<file path="src/rtl/uart_cmd_pkg.sv">
// Shared types and constants for the UART command parser: FSM states, opcodes, error codes.
package uart_cmd_pkg;

   typedef enum logic [1:0] {
      ST_IDLE    = 2'd0,
      ST_OPCODE  = 2'd1,
      ST_PAYLOAD = 2'd2,
      ST_CHECK   = 2'd3
   } parser_state_e;

   localparam logic [7:0] OP_SINCOS = 8'h01;
   localparam logic [7:0] OP_ATAN   = 8'h02;

   localparam logic [1:0] ERR_CHECKSUM = 2'd0;
   localparam logic [1:0] ERR_BAD_OP   = 2'd1;
   localparam logic [1:0] ERR_RX       = 2'd2;
   localparam logic [1:0] ERR_TIMEOUT  = 2'd3;

   function automatic logic is_valid_op(input logic [7:0] op);
      return (op == OP_SINCOS) || (op == OP_ATAN);
   endfunction

endpackage

</file>
<file path="src/rtl/uart_cmd_parser.sv">
// Byte-stream packet parser: SYNC, opcode, operand bytes (MSB first), XOR checksum -> one-deep command register.
// Optional inter-byte timeout enabled by defining UART_CMD_PARSER_TIMEOUT_EN.
module uart_cmd_parser
   import uart_cmd_pkg::*;
#(
   parameter logic [7:0] SYNC_BYTE      = 8'hA5,
   parameter int         OPERAND_BYTES  = 4,
   parameter int         TIMEOUT_CYCLES = 100000
) (
   input  logic                       i_clk,
   input  logic                       i_rst,
   input  logic [7:0]                 i_rx_byte,
   input  logic                       i_rx_byte_valid,
   input  logic                       i_rx_err,
   output logic                       o_cmd_valid,
   input  logic                       i_cmd_ready,
   output logic [7:0]                 o_cmd_op,
   output logic [8*OPERAND_BYTES-1:0] o_cmd_data,
   output logic                       o_pkt_err,
   output logic [1:0]                 o_err_code,
   output logic                       o_overrun,
   output logic [7:0]                 o_err_cnt
);

   localparam int DW  = 8*OPERAND_BYTES;
   localparam int BCW = $clog2(OPERAND_BYTES+1);

   if (OPERAND_BYTES < 1 || OPERAND_BYTES > 4 || TIMEOUT_CYCLES < 2) begin : g_bad_param
      $error("uart_cmd_parser: OPERAND_BYTES must be 1-4 and TIMEOUT_CYCLES >= 2");
   end

   parser_state_e  state_q, state_d;
   logic [7:0]     op_q, op_d;
   logic [DW-1:0]  shift_q, shift_d;
   logic [DW+7:0]  shift_ext;
   logic [7:0]     csum_q, csum_d;
   logic [BCW-1:0] cnt_q, cnt_d;

   logic           cmd_valid_q, cmd_valid_d;
   logic [7:0]     cmd_op_q, cmd_op_d;
   logic [DW-1:0]  cmd_data_q, cmd_data_d;
   logic           pkt_err_q, pkt_err_d;
   logic [1:0]     err_code_q, err_code_d;
   logic           overrun_q, overrun_d;
   logic [7:0]     err_cnt_q, err_cnt_d;

   logic           abort;
   logic [1:0]     abort_code;
   logic           good_pkt;
   logic           fire;

`ifdef UART_CMD_PARSER_TIMEOUT_EN
   localparam int TW = $clog2(TIMEOUT_CYCLES+1);
   logic [TW-1:0] tmo_q, tmo_d;
   logic          tmo_hit;
   assign tmo_hit = (state_q != ST_IDLE) && (tmo_q == TW'(TIMEOUT_CYCLES-1));
`endif

   // Packet FSM; a receiver error outranks a coincident byte.
   always_comb begin
      state_d    = state_q;
      op_d       = op_q;
      shift_d    = shift_q;
      csum_d     = csum_q;
      cnt_d      = cnt_q;
      abort      = 1'b0;
      abort_code = ERR_CHECKSUM;
      good_pkt   = 1'b0;
      shift_ext  = {shift_q, i_rx_byte};
      if (state_q != ST_IDLE && i_rx_err) begin
         abort      = 1'b1;
         abort_code = ERR_RX;
         state_d    = ST_IDLE;
      end else if (i_rx_byte_valid) begin
         unique case (state_q)
            ST_IDLE: begin
               if (i_rx_byte == SYNC_BYTE) state_d = ST_OPCODE;
            end
            ST_OPCODE: begin
               if (is_valid_op(i_rx_byte)) begin
                  op_d    = i_rx_byte;
                  csum_d  = i_rx_byte;
                  cnt_d   = '0;
                  state_d = ST_PAYLOAD;
               end else begin
                  abort      = 1'b1;
                  abort_code = ERR_BAD_OP;
                  state_d    = ST_IDLE;
               end
            end
            ST_PAYLOAD: begin
               shift_d = shift_ext[DW-1:0];
               csum_d  = csum_q ^ i_rx_byte;
               cnt_d   = cnt_q + 1'b1;
               if (cnt_q == BCW'(OPERAND_BYTES-1)) state_d = ST_CHECK;
            end
            ST_CHECK: begin
               state_d = ST_IDLE;
               if (i_rx_byte == csum_q) begin
                  good_pkt = 1'b1;
               end else begin
                  abort      = 1'b1;
                  abort_code = ERR_CHECKSUM;
               end
            end
            default: state_d = ST_IDLE;
         endcase
      end
`ifdef UART_CMD_PARSER_TIMEOUT_EN
      else if (tmo_hit) begin
         abort      = 1'b1;
         abort_code = ERR_TIMEOUT;
         state_d    = ST_IDLE;
      end
`endif
   end

`ifdef UART_CMD_PARSER_TIMEOUT_EN
   always_comb begin
      tmo_d = tmo_q + 1'b1;
      if (state_d == ST_IDLE || i_rx_byte_valid) tmo_d = '0;
   end
`endif

   // A packet finishing on the handshake cycle refills the slot; otherwise a full slot drops it.
   always_comb begin
      fire        = cmd_valid_q && i_cmd_ready;
      cmd_valid_d = cmd_valid_q;
      cmd_op_d    = cmd_op_q;
      cmd_data_d  = cmd_data_q;
      overrun_d   = 1'b0;
      if (good_pkt) begin
         if (!cmd_valid_q || fire) begin
            cmd_valid_d = 1'b1;
            cmd_op_d    = op_q;
            cmd_data_d  = shift_q;
         end else begin
            overrun_d = 1'b1;
         end
      end else if (fire) begin
         cmd_valid_d = 1'b0;
      end
      pkt_err_d  = abort;
      err_code_d = abort ? abort_code : err_code_q;
      err_cnt_d  = err_cnt_q;
      if ((abort || overrun_d) && err_cnt_q != 8'hFF) err_cnt_d = err_cnt_q + 8'd1;
   end

   always_ff @(posedge i_clk) begin
      if (i_rst) begin
         state_q     <= ST_IDLE;
         op_q        <= '0;
         shift_q     <= '0;
         csum_q      <= '0;
         cnt_q       <= '0;
         cmd_valid_q <= 1'b0;
         cmd_op_q    <= '0;
         cmd_data_q  <= '0;
         pkt_err_q   <= 1'b0;
         err_code_q  <= '0;
         overrun_q   <= 1'b0;
         err_cnt_q   <= '0;
      end else begin
         state_q     <= state_d;
         op_q        <= op_d;
         shift_q     <= shift_d;
         csum_q      <= csum_d;
         cnt_q       <= cnt_d;
         cmd_valid_q <= cmd_valid_d;
         cmd_op_q    <= cmd_op_d;
         cmd_data_q  <= cmd_data_d;
         pkt_err_q   <= pkt_err_d;
         err_code_q  <= err_code_d;
         overrun_q   <= overrun_d;
         err_cnt_q   <= err_cnt_d;
      end
   end

`ifdef UART_CMD_PARSER_TIMEOUT_EN
   always_ff @(posedge i_clk) begin
      if (i_rst) tmo_q <= '0;
      else       tmo_q <= tmo_d;
   end
`endif

   assign o_cmd_valid = cmd_valid_q;
   assign o_cmd_op    = cmd_op_q;
   assign o_cmd_data  = cmd_data_q;
   assign o_pkt_err   = pkt_err_q;
   assign o_err_code  = err_code_q;
   assign o_overrun   = overrun_q;
   assign o_err_cnt   = err_cnt_q;

endmodule

</file>
<file path="config.mk">
export PLATFORM = sky130hd
export DESIGN_NAME = uart_cmd_parser
export DESIGN_NICKNAME = d
export VERILOG_FILES = /design/src/rtl/uart_cmd_pkg.sv /design/src/rtl/uart_cmd_parser.sv
export SDC_FILE = /design/constraint.sdc
export NUM_CORES = 1
export LEC_CHECK = 0
export CAP_MARGIN = 20
export CORE_MARGIN = 4
export CORE_UTILIZATION = 46
export CTS_CLUSTER_SIZE = 14
export DETAILED_ROUTE_END_ITERATION = 7
export PLACE_DENSITY_LB_ADDON = 0.25
export SYNTH_ARGS = -nofsm -noshare
export SYNTH_HDL_FRONTEND = slang
export SYNTH_SLANG_ARGS = --single-unit
</file>
<file path="constraint.sdc">
create_clock -name i_clk -period 2.9 [get_ports i_clk]
set_input_delay 0.87 -clock i_clk [delete_from_list [all_inputs] [get_ports i_clk]]
set_output_delay 0.87 -clock i_clk [all_outputs]
set_load 0.01 [all_outputs]
</file>
==> results summary <==
The flow ran to the end, and the final reports show no timing, DRC or antenna violations. The count of clock tree sinks came out at 106. The initialized floorplan defines 34 standard-cell rows.

Summed over all layers, the global routing overflow is 0. The synthesized area divided by synthesized cell count came out at 9.09 sq um. In the final routed layout, each cell accounts on average for 13.7 um.

The length of the first detailed-routing pass in iterations came out at 4. The horizontal die dimension came out at 104 um. Entering global routing, the biggest net connects 40 pins. Setup violations remaining at the end of the flow were counted as 0. The timing-limited maximum frequency came out at 378 MHz. Leaving out fill and tap cells, the most frequent cells in the layout are 106 x sky130_fd_sc_hd__dfxtp_1, 92 x sky130_fd_sc_hd__nand2_1, 64 x sky130_fd_sc_hd__clkdlybuf4s50_1. The fraction of the cycle the final worst path needs is 91.3%. Leaving out fill and tap cells, the most frequent cell in the layout is sky130_fd_sc_hd__dfxtp_1. The worst hold path belongs to the class reg2reg. The aggregate negative setup slack came out at 0 ns.

From synthesis to final layout, the design area changed by 25.1%. The maximum level of the CTS H-tree is 3. In this run, CTS created clock tree buffers numbering 9. Among all stages on the critical path, the largest delay is contributed by sky130_fd_sc_hd__clkdlybuf4s50_1. The number of nets in the synthesized netlist is 481. The signal on the critical path passes through clkdlybuf4s50_1, or3_1, nor3_2, o311a_1, a21oi_4, nand4_1, mux2_2. The worst setup path is of the in2reg kind. The number of hold violations in the final report came out at 0. The post-CTS setup-driven buffer insertion count is 0.

On the critical path the largest part of the delay comes from simple AND/OR/NAND/NOR gates. The power per unit of standard cell area came out at 455 nW/um^2. Counting tap cells, the placed design contains a total of 639 instances. The number of antenna violations at the first check in global routing is 0. Setup repair after global routing left no endpoint under its margin.

0 antenna diodes ended up in the layout. The time the worst path needs with I/O delays and setup is 2.65 ns. For the pin with the worst max-slew slack, the measured transition is 0.745 ns.

For this design the top-level I/O count stands at 66. The max-slew headroom at the worst pin is 50.4%. Final hold analysis gives a worst-case slack of 0.464 ns. Once the floorplan was initialized, standard cells occupied 47.8% of the core. The root buffer cell is sky130_fd_sc_hd__clkbuf_8. The number of buffers inserted for hold repair after clock tree synthesis is 0.

The TritonCTS clock tree is done. The total of warnings raised by yosys is 0. The finished layout holds 654 standard cells, fillers aside.

Counting flops with an async set or reset pin after synthesis yields a share of 0%. The number of flip-flops and latches in the synthesized netlist came out at 106. The worst-case clock skew is 0.00866 ns. The floorplan step set the die height to 104 um.

Counting both buffers and inverters, the worst setup path holds a total of 1. The total length of routed wires is 8.94 mm. The most used flip-flop cell after synthesis is sky130_fd_sc_hd__dfxtp_1. Detailed placement finished with a half-perimeter wire length of 6.20 mm. The number of fillers in the final layout came out at 798.

The area of the die is 10800 sq um. The sequential cell area fraction in the yosys report is 50.2%. The maximum VDD drop came out at 0.307 mV.

The longest clock path from root to sink contains 2 buffers. The most area-hungry cell type in the Yosys netlist is sky130_fd_sc_hd__dfxtp_1. The quantity of I/O buffers inserted on ports is 65.

The insertion delay to the later sink of the worst-skew pair is 0.35 ns. The clock-pin slew reported for the worst setup and hold paths after clock tree synthesis came out at 0.09 ns. In the final layout, the share of cells above drive strength 1 is 10.4%.

The cell area after technology mapping is 4230 sq um. The number of DRC markers in iteration 0 is 135. The via count of the first global-routing pass is 3142. In this run the worst path has a maximum fanout of 4. Counting every instance in the synthesized netlist gives 465. The detail route stage leaves a number of antenna-violating nets equal to 0. STA classifies the critical path endpoint as a register. The number of vias in the routed layout is 3346. The static leakage is 1.76 nW. In the routed design, unresolved DRC markers number 0. The number of pins with negative max-slew slack in the final report was 0.

The delay of the slowest cell on the worst path came out at 0.49 ns. The data required time of the worst path is 3.15 ns. The total global routing track utilization is 16.8%.

The total core area came out at 8850 sq um. The last weighted congestion value of the routability-driven placer came out at 0.871. The net count of the finished layout is 558. The first global-routing pass estimated 15.2 mm of wire. Using the TritonRoute via totals, the vias-per-cell ratio works out to 5.12. The reported max-cap violation count came out at 0.

By area the synthesized netlist is led by sky130_fd_sc_hd__dfxtp_1 50%, sky130_fd_sc_hd__mux2i_1 9.7%, sky130_fd_sc_hd__nand2_1 8.2%. STA classifies the critical path startpoint as an input pin. Post-CTS repair changed the size of 0 cells. The number of enable-type register cells in the synthesized netlist is 0. The portion of synthesized cell area occupied by the leading cell type is 50.2%. STA puts the critical path data arrival time at 2.90 ns. The post-synthesis cell type count is 43.
## per-layer routing
layer / global-route usage, % / wire length (um)
met3: 4.78 / 435
met1: 22.9 / 4350
met5: 0 / 0
met2: 27.0 / 4080
met4: 3.13 / 70
## worst paths after layout
check	from	depth (start not counted)	endpoint	slack, ns
worst min-delay path	op_q[5]	1	op_q[5]	0.46
worst max register to register	csum_q[0]	7	o_cmd_op[4]	0.94
worst max-delay path	i_rx_byte[2]	7	o_err_cnt[7]	0.25
worst min register to register	op_q[5]	1	op_q[5]	0.46
## power by group
| group | switching (mW) | internal [mW] | total, mW |
|---|---|---|---|
| clock network | 0.469 | 0.394 | 0.863 |
| registers | 0.0000639 | 1.45 | 1.45 |
| logic | 0.0474 | 0.0401 | 0.0875 |
## logic make-up (layout without fill, tap and decap cells)
logic type | Yosys count | count (layout) | synth area share (%)
buf+inv | 32 | 113 | 4.41
compound gates | 80 | 80 | 11.1
flops | 106 | 106 | 50.2
xor+xnor | 10 | 10 | 2.52
fa+ha+maj | 3 | 3 | 0.888
simple gates | 190 | 190 | 20.3
mux | 44 | 44 | 10.5
## final cells by class
class                      instances  area, sq um  area share (%)
clock buffer                      10          128            2.41
clock inverter                     5         56.3            1.07
inverter                           6         22.5           0.426
multi-input combinational        327         1920            36.4
sequential                       106         2120            40.1
tap                              108          135            2.56
timing repair buffer              92          898            17.0
## through the flow
step / utilization, % / power [mW] / area [sq um] / setup slack [ns]
after floorplan: - / 1.53 / 4230 / 0.511
after global placement: 57.7 / 1.58 / 5100 / -0.0878
after detailed placement: 57.7 / 1.58 / 5100 / -0.115
after CTS: 59.7 / 2.43 / 5290 / 0.265
after global routing: 59.7 / 2.50 / 5290 / 0.105
final: 59.7 / 2.40 / 5290 / 0.252
## sequential cells by signal, summed over array words and instances, names as in the netlist, named ones only
signal,flops
cnt_q,3
o_cmd_valid,1
o_err_code,2
o_cmd_data,32
o_cmd_op,8
shift_q,32
o_overrun,1
o_err_cnt,8
state_q,1
csum_q,8
op_q,8
o_pkt_err,1
## Yosys cell counts (2+ instances only)
cell type                  count
sky130_fd_sc_hd__mux2i_1      41
sky130_fd_sc_hd__nor2b_1       4
sky130_fd_sc_hd__a31oi_1       3
sky130_fd_sc_hd__nand2_1      92
sky130_fd_sc_hd__nand4_1       4
sky130_fd_sc_hd__nand3_1       5
sky130_fd_sc_hd__nand2b_1      2
sky130_fd_sc_hd__clkbuf_1     15
sky130_fd_sc_hd__nor2_1       52
sky130_fd_sc_hd__or3_1         2
sky130_fd_sc_hd__o211ai_1      8
sky130_fd_sc_hd__o21ai_0      11
sky130_fd_sc_hd__or3_4         3
sky130_fd_sc_hd__xnor2_1       9
sky130_fd_sc_hd__a21o_1        3
sky130_fd_sc_hd__nor3_1        5
sky130_fd_sc_hd__and2_1        6
sky130_fd_sc_hd__a21oi_1      49
sky130_fd_sc_hd__or2_2         2
sky130_fd_sc_hd__mux2_2        3
sky130_fd_sc_hd__and3_1        5
sky130_fd_sc_hd__dfxtp_1     106
sky130_fd_sc_hd__ha_1          3
sky130_fd_sc_hd__inv_1         6
sky130_fd_sc_hd__buf_6         7
sky130_fd_sc_hd__buf_4         2
(Power assumes the default switching activity.)
==> variant 1: new RTL, same settings <==
Register the output `o_err_code` once more, with the module's reset; this adds one clock of latency there. The other outputs are not delayed to match.
--- a/src/rtl/uart_cmd_parser.sv
+++ b/src/rtl/uart_cmd_parser.sv
@@ -187,7 +187,13 @@
    assign o_cmd_op    = cmd_op_q;
    assign o_cmd_data  = cmd_data_q;
    assign o_pkt_err   = pkt_err_q;
-   assign o_err_code  = err_code_q;
+   always_ff @(posedge i_clk) begin
+      if (i_rst) begin
+         o_err_code <= '0;
+      end else begin
+         o_err_code <= err_code_q;
+      end
+   end
    assign o_overrun   = overrun_q;
    assign o_err_cnt   = err_cnt_q;
 
Function: changed (a bounded check fails within 4 cycles, from zero or initial values and one cycle with i_rst high).
==> variant 1 against the unedited design <==
  * Final cell count grew 1.2%
  * Critical path type unchanged
  * Area after synthesis grew 1.2%
  * Count of clock-buffer cells in the layout is the same
  * Critical path depth is the same
  * Worst setup slack lost 0.037 ns
  * Utilization grew 0.40 points
  * Synthesized cell count grew 0.86%
  * Sequential cell count grew 2
  * Largest cell class unchanged
  * Cell area grew 1.2%
  * Routed wire length grew 4.2%
  * Total power grew 2.2%
==> variant 1: results (changes against the unedited design) <==
status finished, final reports clean (unchanged); Ys Warns 0 (unchanged); vias post-DR 3440 (was 3346); Clock Path Buffers 2 (unchanged); R2R setup slack 0.90 ns (was 0.94 ns); CTS Root Cell clkbuf_8 (unchanged); insertion delay to the later sink of the worst-skew pair 0.37 ns (was 0.35 ns); worst ir drop on vdd 0.2533 mV (was 0.3065 mV); min-delay worst type flop to flop (unchanged); vias in the first global route 3274 (was 3142); initial antenna violation count 0 (unchanged); Critical path destination csum_q[2]$_SDFFE_PP0P_ (was o_err_cnt[7]$_SDFFE_PP0P_); GR Util met2 27.03% (was 27.02%); Reg2Reg Depth 7 (unchanged); final net count 565 (was 558); Port Buffer Count 65 (unchanged); Max H-tree Level 3 (unchanged); n_diodes 0 (unchanged); layout cell share with drive strength beyond 1 11.19% (was 10.44%); skew final 0.01603 ns (was 0.008655 ns); total iterations of the first detailed-routing run 4 (unchanged); post-DP HPWL 6.494 mm (was 6.201 mm); crit path max fanout 14 (was 4); placer congestion estimate 0.8233 (was 0.8711); met1 Use GR 24.16% (was 22.90%); mean post-synth cell area 9.119 µm² (was 9.089 µm²); synth top area cells dfxtp_1 (51%), mux2i_1 (9.6%), nand2_1 (8.1%) (was dfxtp_1 (50%), mux2i_1 (9.7%), nand2_1 (8.2%)); Setup crit start i_rx_byte[2] (unchanged); most common library cells after synthesis dfxtp_1 (108), nand2_1 (92), nor2_1 (53), a21oi_1 (49), mux2i_1 (41) (was dfxtp_1 (106), nand2_1 (92), nor2_1 (52), a21oi_1 (49), mux2i_1 (41)); Tot GR Track Use 17.51% (was 16.84%); Pleak 1.793 nW (was 1.761 nW); Async SR Flop Fraction 0% (unchanged); syn_nets 485 (was 481); fin crit share 92.61% (was 91.32%); final setup fails 0 (unchanged); antenna viol nets, final 0 (unchanged); Slew headroom 68.40% (was 50.36%); first-pass GRT wire length 15.80 mm (was 15.22 mm); largest net degree at the start of global routing 66 (was 40); total CTS buffers 9 (unchanged); sequential area share after synthesis 50.56% (was 50.21%); post-place setup slack -0.1554 ns (was -0.1153 ns); reg-to-reg endpoint o_cmd_data[21]$_SDFFE_PP0P_ (was o_cmd_op[4]$_SDFFE_PP0P_); final wirelength 9.307 mm (was 8.936 mm); GR Util met3 4.283% (was 4.780%); FF-to-FF Start csum_q[3]$_SDFFE_PP0P_ (was csum_q[0]$_SDFFE_PP0P_); sw frac 23.64% (was 21.48%); setup repair bufs after CTS 0 (unchanged); CTS-repair resized insts 0 (unchanged); number of library cell types mapped by synthesis 43 (unchanged); Clock Pin Slew Worst Setup and Hold Paths 0.10 ns; Worst Path Arrival 2.98 ns (was 2.90 ns); number of DRC markers in iteration 0 189 (was 135)
==> variant 1: power by group through the flow <==
stage	registers, mW	clock network, mW	logic (mW)
floorplan	1.52	0	0.0406
global placement	1.52	0	0.0883
detailed placement	1.52	0	0.0889
CTS	1.48	0.911	0.0891
global route	1.48	0.970	0.0959
finish	1.48	0.886	0.0889
==> variant 1: worst min path at each step <==
stage / from / endpoint / slack (ns) / cells past startpoint
2_1_floorplan: err_code_q[1]$_SDFFE_PP0P_ / o_err_code[1]$_SDFF_PP0_ / 0.42 / 2
3_3_place_gp: err_code_q[1]$_SDFFE_PP0P_ / o_err_code[1]$_SDFF_PP0_ / 0.44 / 2
3_5_place_dp: err_code_q[1]$_SDFFE_PP0P_ / o_err_code[1]$_SDFF_PP0_ / 0.44 / 2
4_1_cts: err_code_q[1]$_SDFFE_PP0P_ / o_err_code[1]$_SDFF_PP0_ / 0.45 / 2
5_1_grt: err_code_q[1]$_SDFFE_PP0P_ / o_err_code[1]$_SDFF_PP0_ / 0.48 / 2
6_report: err_code_q[1]$_SDFFE_PP0P_ / o_err_code[1]$_SDFF_PP0_ / 0.45 / 2
==> variant 1: routing by layer <==
layer / vias up / wire length [µm]
li1: 1739 / -
met1: 1627 / 4619
met2: 64 / 4193
met3: 10 / 379
met4: 0 / 114
met5: - / 0
==> variant 1: cell type report <==
cell class / instances / area (µm²)
Sequential cell: 108 / 2162
Multi-Input combinational cell: 329 / 1934
Fill cell: 763 / 3543
Tap cell: 108 / 135.1
Timing Repair Buffer: 95 / 898.4
Inverter: 6 / 22.52
Clock buffer: 10 / 137.6
Clock inverter: 6 / 57.56
==> variant 1: logic make-up after synthesis <==
logic type	Yosys count	share of synthesized area (%)
simple gates	192	20.33
flops	108	50.56
compound gates	80	11.00
mux	44	10.39
buf+inv	32	4.359
xor+xnor	10	2.487
fa+ha+maj	3	0.8778
==> variant 1: through the flow <==
step | instance area, µm² | std cells | hold WS, ns | util, % | power [mW]
after global routing | 5348 | 662 | 0.4808 | 60.15 | 2.549
after global placement | 5152 | 646 | 0.4439 | 57.95 | 1.605
after detailed placement | 5152 | 646 | 0.4437 | 57.95 | 1.605
after floorplan | 4277 | 469 | 0.4157 | - | 1.557
after CTS | 5348 | 662 | 0.4549 | 60.15 | 2.483
final | 5348 | 662 | 0.4496 | 60.15 | 2.457
==> variant 1: worst max-delay path, stage by stage <==
cell,delay (ns)
clkdlybuf4s50_1,0.49
or3_1,0.43
or3_4,0.41
o21ai_4,0.34
buf_4,0.20
o211ai_1,0.08
a21oi_1,0.14
==> variant 2: new RTL, same flow settings <==
Made on the original files. Add a define of `UART_CMD_PARSER_TIMEOUT_EN`.
--- a/src/rtl/uart_cmd_parser.sv
+++ b/src/rtl/uart_cmd_parser.sv
@@ -1,5 +1,7 @@
 // Byte-stream packet parser: SYNC, opcode, operand bytes (MSB first), XOR checksum -> one-deep command register.
 // Optional inter-byte timeout enabled by defining UART_CMD_PARSER_TIMEOUT_EN.
+`define UART_CMD_PARSER_TIMEOUT_EN
+
 module uart_cmd_parser
    import uart_cmd_pkg::*;
 #(
Function: same outputs for any inputs over 10 cycles, from zero or initial values and one cycle with i_rst high; that may be too few to reach the edited logic, so the function may still have changed.
==> variant 2 against the unedited design <==
  * Routed wire length rose by 22%
  * Sequential cell count rose by 17
  * Combinational power rose by 20%
  * First-iteration DRC count rose by 72%
  * Via count rose by 20%
  * Worst setup slack improved by 0.020 ns
  * Maximum frequency rose by 0.78%
  * Clock power rose to 2.6 times the old value
  * Total power rose by 67%
  * Worst hold slack got worse by 0.012 ns
  * Area after synthesis rose by 15%
  * Cell area rose by 21%
  * Largest power group is now clock
  * Highest routed layer unchanged
==> variant 2: results (changes against the unedited design) <==
syn_nets 566 (was 481); total CTS buffers 17 (was 9); post-synthesis cell count 549 (was 465); vias in the first global route 3785 (was 3142); sequential area share after synthesis 50.79% (was 50.21%); Setup crit start i_rx_byte[3] (was i_rx_byte[2]); top cell type's share of synthesized area 50.79% (was 50.21%); reg-to-reg endpoint o_err_cnt[7]$_SDFFE_PP0P_ (was o_cmd_op[4]$_SDFFE_PP0P_); number of DRC markers in iteration 0 232 (was 135); final core occ 62.37% (was 59.74%); Post-Synth Adder-Cell Area 1.032% (was 0.8881%); non-clock inverter count 3 (was 6); drt wl/cell 14.02 µm (was 13.66 µm); complex-gate fraction of the synthesized area 9.600% (was 11.13%); NonClk Buf Share 13.78% (was 16.99%); Power Total 4.011 mW (was 2.405 mW); post-place setup slack -0.2581 ns (was -0.1153 ns); skew final 0.01320 ns (was 0.008655 ns); Pleak 2.233 nW (was 1.761 nW); Max H-tree Level 4 (was 3); Synth Area in XOR/XNOR 4.335% (was 2.516%); crit path max fanout 11 (was 4); synth top area cells dfxtp_1 (51%), mux2i_1 (8.9%), nand2_1 (7.0%) (was dfxtp_1 (50%), mux2i_1 (9.7%), nand2_1 (8.2%)); clk tree area frac 9.838% (was 3.479%); FF-to-FF Start tmo_q[11]$_SDFF_PP0_ (was csum_q[0]$_SDFFE_PP0P_); fin crit share 90.61% (was 91.32%); worst-margin pin slew 0.8767 ns (was 0.7445 ns); Tot GR Track Use 18.18% (was 16.84%); status finished, final reports clean (unchanged); placer congestion estimate 0.8741 (was 0.8711); R2R setup slack 0.57 ns (was 0.94 ns); internal power 3.188 mW (was 1.888 mW); Core Box Area 10280 µm² (was 8848 µm²); clock network power 2.21 mW (was 0.863 mW)
==> variant 2: cell count changes in the layout (fill, tap and decap cells not counted), moves of 4 or more <==
cell | before | now
nand3_1 | 5 | 14
dfxtp_1 | 106 | 123
xnor2_1 | 9 | 5
o21ai_0 | 11 | 3
clkbuf_8 | 9 | 3
nor2_1 | 52 | 84
buf_4 | 23 | 27
o21ai_1 | 0 | 9
clkbuf_16 | 0 | 16
xor2_1 | 0 | 19
==> variant 2: kinds of logic after synthesis <==
kind of cell               after synthesis
xor gates and xnor gates                24
AOI/OAI and AO/OA                       82
DFF                                    123
muxes                                   44
and+or+nand+nor                        238
buffers and inverters                   34
adders and majority gates                4
==> variant 2: per-layer routing <==
layer | vias to the layer above | track usage, % | wire (µm)
met5 | - | 0 | 0
met4 | 0 | 5.172 | 89
met1 | 1897 | 23.25 | 5029
li1 | 2017 | - | -
met3 | 8 | 4.585 | 430
met2 | 89 | 30.46 | 5370
